**src/rtl/tiny16_pkg.sv**
```systemverilog
// Shared tiny16 definitions: clock-control FSM state encoding and counter width.
package tiny16_pkg;

   typedef enum logic [1:0] {
      HALTED     = 2'd0,
      RUNNING    = 2'd1,
      STEP_ARMED = 2'd2
   } clkctl_state_t;

   localparam int unsigned CYCLE_COUNT_W = 32;

endpackage

```
**src/rtl/debouncer.sv**
```systemverilog
// Button debouncer: 2-flop synchronizer, stability counter, one-cycle press pulse.
// A new level is adopted only after it has held for 2^DEBOUNCE_BITS-1 cycles.
module debouncer #(
   parameter int unsigned DEBOUNCE_BITS = 16
) (
   input  logic clk_in,
   input  logic rst,
   input  logic i_btn,
   output logic o_press
);

   logic                     r_sync1;
   logic                     r_sync2;
   logic                     r_db;
   logic                     r_press;
   logic [DEBOUNCE_BITS-1:0] r_cnt;

   always_ff @(posedge clk_in or posedge rst) begin
      if (rst) begin
         r_sync1 <= 1'b0;
         r_sync2 <= 1'b0;
         r_db    <= 1'b0;
         r_press <= 1'b0;
         r_cnt   <= '0;
      end else begin
         r_sync1 <= i_btn;
         r_sync2 <= r_sync1;
         r_press <= 1'b0;
         if (r_sync2 == r_db) begin
            r_cnt <= '0;
         end else if (r_cnt == '1) begin
            // Only a 0->1 adoption is a press; releases are silent.
            r_db    <= r_sync2;
            r_press <= r_sync2;
            r_cnt   <= '0;
         end else begin
            r_cnt <= r_cnt + 1'b1;
         end
      end
   end

   assign o_press = r_press;

endmodule

```
**src/rtl/cpu_clock_control.sv**
```systemverilog
// CPU clock-enable generator with run/halt/single-step control.
// Optional macro CLKCTL_CYCLE_COUNT_EN builds the 32-bit cpu_ce pulse counter.
module cpu_clock_control
   import tiny16_pkg::*;
#(
   parameter int unsigned DEBOUNCE_BITS = 16,
   parameter int unsigned RUN_ON_RESET  = 0
) (
   input  logic                     clk_in,
   input  logic                     rst,
   input  logic                     tick_in,
   input  logic                     run_btn,
   input  logic                     step_btn,
   input  logic                     halt_req,
   output logic                     cpu_ce,
   output logic                     running,
   output logic [CYCLE_COUNT_W-1:0] cycle_count
);

   logic          r_tick_s1;
   logic          r_tick_s2;
   logic          r_tick_prev;
   logic          w_tick_edge;
   logic          w_run_press;
   logic          w_step_press;
   clkctl_state_t r_state;
   logic          r_cpu_ce;
   logic          r_running;

   debouncer #(.DEBOUNCE_BITS(DEBOUNCE_BITS)) u_run_db (
      .clk_in  (clk_in),
      .rst     (rst),
      .i_btn   (run_btn),
      .o_press (w_run_press)
   );

   debouncer #(.DEBOUNCE_BITS(DEBOUNCE_BITS)) u_step_db (
      .clk_in  (clk_in),
      .rst     (rst),
      .i_btn   (step_btn),
      .o_press (w_step_press)
   );

   // tick_in is plain asynchronous data; it never clocks anything.
   always_ff @(posedge clk_in or posedge rst) begin
      if (rst) begin
         r_tick_s1   <= 1'b0;
         r_tick_s2   <= 1'b0;
         r_tick_prev <= 1'b0;
      end else begin
         r_tick_s1   <= tick_in;
         r_tick_s2   <= r_tick_s1;
         r_tick_prev <= r_tick_s2;
      end
   end

   assign w_tick_edge = r_tick_s2 & ~r_tick_prev;

   always_ff @(posedge clk_in or posedge rst) begin
      if (rst) begin
         r_state   <= (RUN_ON_RESET != 0) ? RUNNING : HALTED;
         r_running <= (RUN_ON_RESET != 0);
         r_cpu_ce  <= 1'b0;
      end else begin
         r_cpu_ce <= 1'b0;
         if (halt_req) begin
            // halt_req overrides ticks and both buttons in every state.
            r_state   <= HALTED;
            r_running <= 1'b0;
         end else begin
            case (r_state)
               HALTED: begin
                  if (w_run_press) begin
                     r_state   <= RUNNING;
                     r_running <= 1'b1;
                  end else if (w_step_press) begin
                     r_state <= STEP_ARMED;
                  end
               end
               RUNNING: begin
                  r_cpu_ce <= w_tick_edge & ~r_cpu_ce;
                  if (w_run_press) begin
                     r_state   <= HALTED;
                     r_running <= 1'b0;
                  end
               end
               STEP_ARMED: begin
                  if (w_run_press) begin
                     r_state   <= RUNNING;
                     r_running <= 1'b1;
                  end else if (w_tick_edge) begin
                     r_cpu_ce <= ~r_cpu_ce;
                     r_state  <= HALTED;
                  end
               end
               default: begin
                  r_state   <= HALTED;
                  r_running <= 1'b0;
               end
            endcase
         end
      end
   end

   assign cpu_ce  = r_cpu_ce;
   assign running = r_running;

`ifdef CLKCTL_CYCLE_COUNT_EN
   logic [CYCLE_COUNT_W-1:0] r_cycle_count;

   always_ff @(posedge clk_in or posedge rst) begin
      if (rst) begin
         r_cycle_count <= '0;
      end else if (r_cpu_ce) begin
         r_cycle_count <= r_cycle_count + 1'b1;
      end
   end

   assign cycle_count = r_cycle_count;
`else
   assign cycle_count = '0;
`endif

endmodule

```
**config.mk**
```make
export PLATFORM = sky130hd
export DESIGN_NAME = cpu_clock_control
export DESIGN_NICKNAME = d
export VERILOG_FILES = /design/src/rtl/tiny16_pkg.sv /design/src/rtl/debouncer.sv /design/src/rtl/cpu_clock_control.sv
export SDC_FILE = /design/constraint.sdc
export NUM_CORES = 1
export LEC_CHECK = 0
export CORE_MARGIN = 3
export CORE_UTILIZATION = 36
export CTS_CLUSTER_DIAMETER = 40
export DETAILED_ROUTE_END_ITERATION = 8
export PLACE_DENSITY = 0.59
export SLEW_MARGIN = 20
export SYNTH_ARGS = -nofsm -noshare
export SYNTH_HDL_FRONTEND = slang
export SYNTH_HIERARCHICAL = 1
export SYNTH_SLANG_ARGS = --single-unit
export TNS_END_PERCENT = 20
```
**constraint.sdc**
```tcl
create_clock -name clk_in -period 4.8 [get_ports clk_in]
set_clock_uncertainty 0.1 [all_clocks]
set_input_delay 1.44 -clock clk_in [delete_from_list [all_inputs] [get_ports clk_in]]
set_output_delay 1.44 -clock clk_in [all_outputs]
set_load 0.01 [all_outputs]
```
# Word level (Yosys, flattened, before mapping)
# Index checks and enable logic that the tools add are counted.
[totals]
register_bits = 47
in_bits = 6
out_inout_bits = 34
wordCells = 63
[classes]
n_addsub = 2
n_eq_ne = 10
mux = 23
n_bitwise = 6
reduce_logical = 6
[op_table]
columns = ["operator", "n"]
rows = [
  ["$mux W16", 4],
  ["$add A16 B1 Y16 const B", 2],
  ["$eq A16 B16 Y1 const B", 2],
  ["$mux W2", 6],
  ["$mux W1", 10],
  ["$pmux W2 S3", 1],
  ["$reduce_and A2 Y1", 3],
  ["$ne A4 B2 Y1 const B", 1],
  ["$ne A4 B3 Y1 const B", 1],
  ["$not A1 Y1", 4],
  ["$pmux W1 S2", 2],
  ["$ne A3 B1 Y1 const B", 1],
  ["$ne A3 B2 Y1 const B", 1],
  ["$reduce_and A3 Y1", 1],
  ["$and A1 B1 Y1", 2],
  ["$eq A1 B1 Y1", 2],
  ["$eq A2 B1 Y1 const B", 1],
  ["$eq A2 B2 Y1 const B", 1],
  ["$logic_not A2 Y1", 1],
  ["$reduce_or A2 Y1", 1],
]

# Depth between registers and ports, before layout
[logic_depth]
depth_word = 6
depth_mapped = 6
depth_no_buf = 5

# By module
# The synthesis kept the hierarchy.
[modules_own_cells]
columns = ["module", "n_inst", "cells_each", "area_each_um2", "seq_area_each_um2"]
rows = [
  ["debouncer", 2, 85, 912.1, 500.5],
  ["cpu_clock_control", 1, 63, 603.1, 175.2],
]

# Worst setup path before layout
# OpenSTA, ideal clock, no wires.
[synth_path]
path_type = "register -> output"
start = "reg r_cpu_ce, in the netlist cpu_ce"
end = "out cpu_ce"
t_arrival_ps = 385
required_ps = 3260
setup_slack_ps = 2875
stages_incl_launch_ff = 1
path_buffers = 0
cell_sequence = "dfrtp_1"
[synth_lines]
columns = ["element", "line", "text"]
rows = [
  ["start: declaration", "cpu_clock_control.sv:27", "logic r_cpu_ce;"],
  ["start signal: assignment", "cpu_clock_control.sv:81", "r_cpu_ce <= w_tick_edge & ~r_cpu_ce;"],
  ["start signal: assignment", "cpu_clock_control.sv:92", "r_cpu_ce <= ~r_cpu_ce;"],
  ["end: declaration", "cpu_clock_control.sv:15", "output logic cpu_ce,"],
]
# No word-level cell between the ends.

# Final worst setup path
[layout_path]
start = "reg r_running, in the netlist running"
end = "out running"
[layout_lines]
columns = ["element", "line", "text"]
rows = [
  ["start: declaration", "cpu_clock_control.sv:28", "logic r_running;"],
  ["start signal: assignment", "cpu_clock_control.sv:62", "r_running <= (RUN_ON_RESET != 0);"],
  ["end: declaration", "cpu_clock_control.sv:16", "output logic running,"],
]
# No word-level cell between the ends.

==> out/metrics.sh <==
WORST_SETUP_PATH_START_KIND='flip-flop'
SYNTH_TOP_AREA_CELLS='dfrtp_1 48%, xnor2_1 10%, buf_4 9.9%'
MAXIMUM_NUMBER_OF_PINS_ON_ONE_NET_BEFORE_GLOBAL_ROUTE_REPAIR=21
SYNTHESIS.AREA_SQ_UM=2430
CTSRESIZECOUNT=0
LAYOUT-DRIVE-GT1-SHARE=0.0776
VIAS=1435
YOSYSSEQAREASHARE=0.485
STATIC-LEAKAGE-POWER_nW=1.11
POWER.DENSITY_CELL_AREA_nW_PER_UM2=286
SHARE_OF_THE_CLOCK_PERIOD_USED_BY_THE_WORST_PATH=0.570
CTS_HTREE_LEVELS=2
WORST-SLEW-PIN-TRANSITION_NS=0.782
VDD.IR_DROP.WORST_mV=0.108
VIAS_PER_CELL=4.46
POWER.TOTAL_mW=0.733
WIRELENGTH_MM=3.56
CTS_HOLD_BUF=0
GP_CONGESTION=0.792
YS_WARN_COUNT=6
HOLDWS_NS=0.248
TRACK_USAGE=0.103
CRIT_FAMILY='buffers and inverters'
PLACE.PORT_BUFFERS=7
RUN_STATUS='completed'
SYNTH_TOP_CELL_AREA_SHARE=0.485
MOSTFREQUENTLAYOUTCELL='dfrtp_1'
CP_CELL_SEQUENCE='clkdlybuf4s50_1'
HOLD_PATH.CLASS='reg -> reg'
ANTENNADIODECOUNT=0
DP_HPWL_MM=2.44
FINALSETUPVIOLCOUNT=0
YS_SEQ_ELEMENTS=47
SYN_TO_FINAL_GROWTH_PCT=5.46
INITIAL_CORE_UTIL=0.376
FIN_SETUP_TNS_NS=0
AREA_OF_THE_MULTI_INPUT_GATES_SQ_UM=1060
WORST-ENDPOINT-ARRIVAL_NS=1.19
CLK_PIN_SLEW_NS=0.09
PATH_MAX_FANOUT=2
CRITICALPATHCATEGORY='reg -> out'
RSZ_0062_RAISED_AFTER_GLOBAL_ROUTING='no'
CTS_ROOT_BUF='clkbuf_8'
ANTENNA_VIOLATING_NETS_POST_ROUTE=0
SYN_AREA_PER_CELL_SQ_UM=10.4
PINS_OVER_THEIR_SLEW_LIMIT=0
HOLD_VIOL_FINAL=0
AGGREGATE_GLOBAL_ROUTING_OVERFLOW=0
REGISTER_AREA_SQ_UM=1180
DIE_WIDTH_UM=88.1
CLOCK_SINKS=47
CTS_SETUP_BUFFERS=0
TIMING.SLEW.HEADROOM=0.478
MAX_FREQ_MHz=366
CLOCK_LATENCY_NS=0.30
FINAL.SETUP.WORST_SLACK_NS=2.07
COREAREA_SQ_UM=6460
CLOCK_PATH_BUFFERS=2
SLOWEST_DELAY_NS=0.54
POSTSYNTHCELLCOUNT=233
SYNTH_TOP_AREA_CELL='dfrtp_1'
ANTENNA_FOUND_INITIAL=0
DIE_AREA_SQ_UM=7760
MIN_PERIOD_NS=2.73
DRC=0
VIAS_IN_THE_FIRST_GLOBAL_ROUTE=1367
WORSTSETUPENDPOINTTYPE='primary output'
CTS_TREE='built'
YS_ASYNC_SR_FRACTION=1.00
CRITICAL_PATH.SLOWEST_CELL='clkdlybuf4s50_1'
NFILLCELLS=624
FLOORPLAN.ROWS=29
CRIT_BUF_INV=1
PLACE_WS_NS=2.15
DRT_PRE_ANTENNA_ITERS=4
MAX_CAP_VIOL_COUNT=0
DRT_FIRST_ITER_VIOLATIONS=76
LEADING_CELL_TYPES_IN_THE_LAYOUT_FILL_AND_TAPS_EXCLUDED='47 x dfrtp_1, 42 x nor2_1, 32 x conb_1'
CRITICAL_PATH_REQUIRED_NS=3.26
DIE_H_UM=88.1
NUMBER_OF_PRIMARY_I_O_PINS=40
DRT-WIRELENGTH-PER-CELL_UM=11.1
WIRE_LENGTH_OF_THE_FIRST_GLOBAL_ROUTING_PASS_MM=6.22
NUMCTSBUFFERS=5
SYNTH_FF_TYPE='dfrtp_1'
NUM-NETS-FINAL=255
SYNTH_ENABLE_FLOP_CELLS=0
WORST-R2R-SETUP-SLACK_NS=2.77
POST_SYNTH_NUM_CELL_TYPES=26
-- cell families (layout without fill, tap and decap cells) --
kind of cell,after synthesis,after routing,synth area share
other,1,32,0.00154
buffers and inverters,46,27,0.127
adder cells (fa/ha/maj),5,5,0.0258
flip-flops,47,47,0.485
multiplexers,2,2,0.0124
AO/OA/AOI/OAI,6,6,0.0253
AND/OR/NAND/NOR,95,95,0.212
XOR/XNOR,31,31,0.112
-- worst paths after layout --
check,endpoint,cells past startpoint,startpoint
min reg2reg,u_run_db/r_sync2,0,u_run_db/r_sync1
max in group asynchronous,u_run_db/r_cnt[1],2,rst
min in group asynchronous,running,2,rst
min,u_run_db/r_sync2,0,u_run_db/r_sync1
max,running,1,running
max reg2reg,u_step_db/r_db,4,u_step_db/r_cnt[0]
-- flip-flops by register name, summed over array words and instances (netlist names) --
signal and cells:
r_tick_prev 1, cpu_ce 1, running 1, r_tick_s2 1, r_tick_s1 1, u_run_db/r_sync2 1, r_state 2, u_step_db/r_cnt 16
u_run_db/r_sync1 1, u_run_db/r_db 1, u_step_db/r_sync2 1, u_step_db/o_press 1, u_step_db/r_db 1, u_step_db/r_sync1 1, u_run_db/r_cnt 16, u_run_db/o_press 1
-- cell type report --
cell class                 count  area share
sequential                    47       0.459
multi-input combinational    171       0.414
tap                           77      0.0376
timing repair buffer           7      0.0274
clock buffer                   5      0.0269
inverter                      12      0.0176
clock inverter                 3      0.0171
-- report_power, final --
group / switching, mW / internal (mW)
sequential: 0.00566 / 0.403
combinational: 0.0284 / 0.0105
clock: 0.130 / 0.155
total: 0.164 / 0.568
-- per-layer routing --
metal / track usage / wire length [um]
met3: 0.0339 / 185
met1: 0.128 / 1670
met5: 0 / 0
met4: 0.0371 / 47
met2: 0.168 / 1660
-- metrics by stage --
stage	std cells	instance area (sq um)	utilization
finish	322	2560	0.396
floorplan	264	2540	-
detailed placement	314	2450	0.379
global placement	314	2450	0.379
CTS	322	2560	0.396
global route	322	2560	0.396
-- Yosys cell counts, types with 2 or more instances --
cell type and number:
nand2b_4 3, nor3b_1 2, or4_4 2, nand2_1 8
nand4_1 6, nand4_4 2, a21oi_1 3, nor3_1 9
inv_1 12, buf_6 2, nor2_1 42, dfrtp_1 47
nand2b_1 2, ha_1 5, xnor2_1 29, nor4_1 7
mux2_4 2, buf_4 32, nand3_1 10, xor2_1 2
Power figures use the tool's default switching activity.
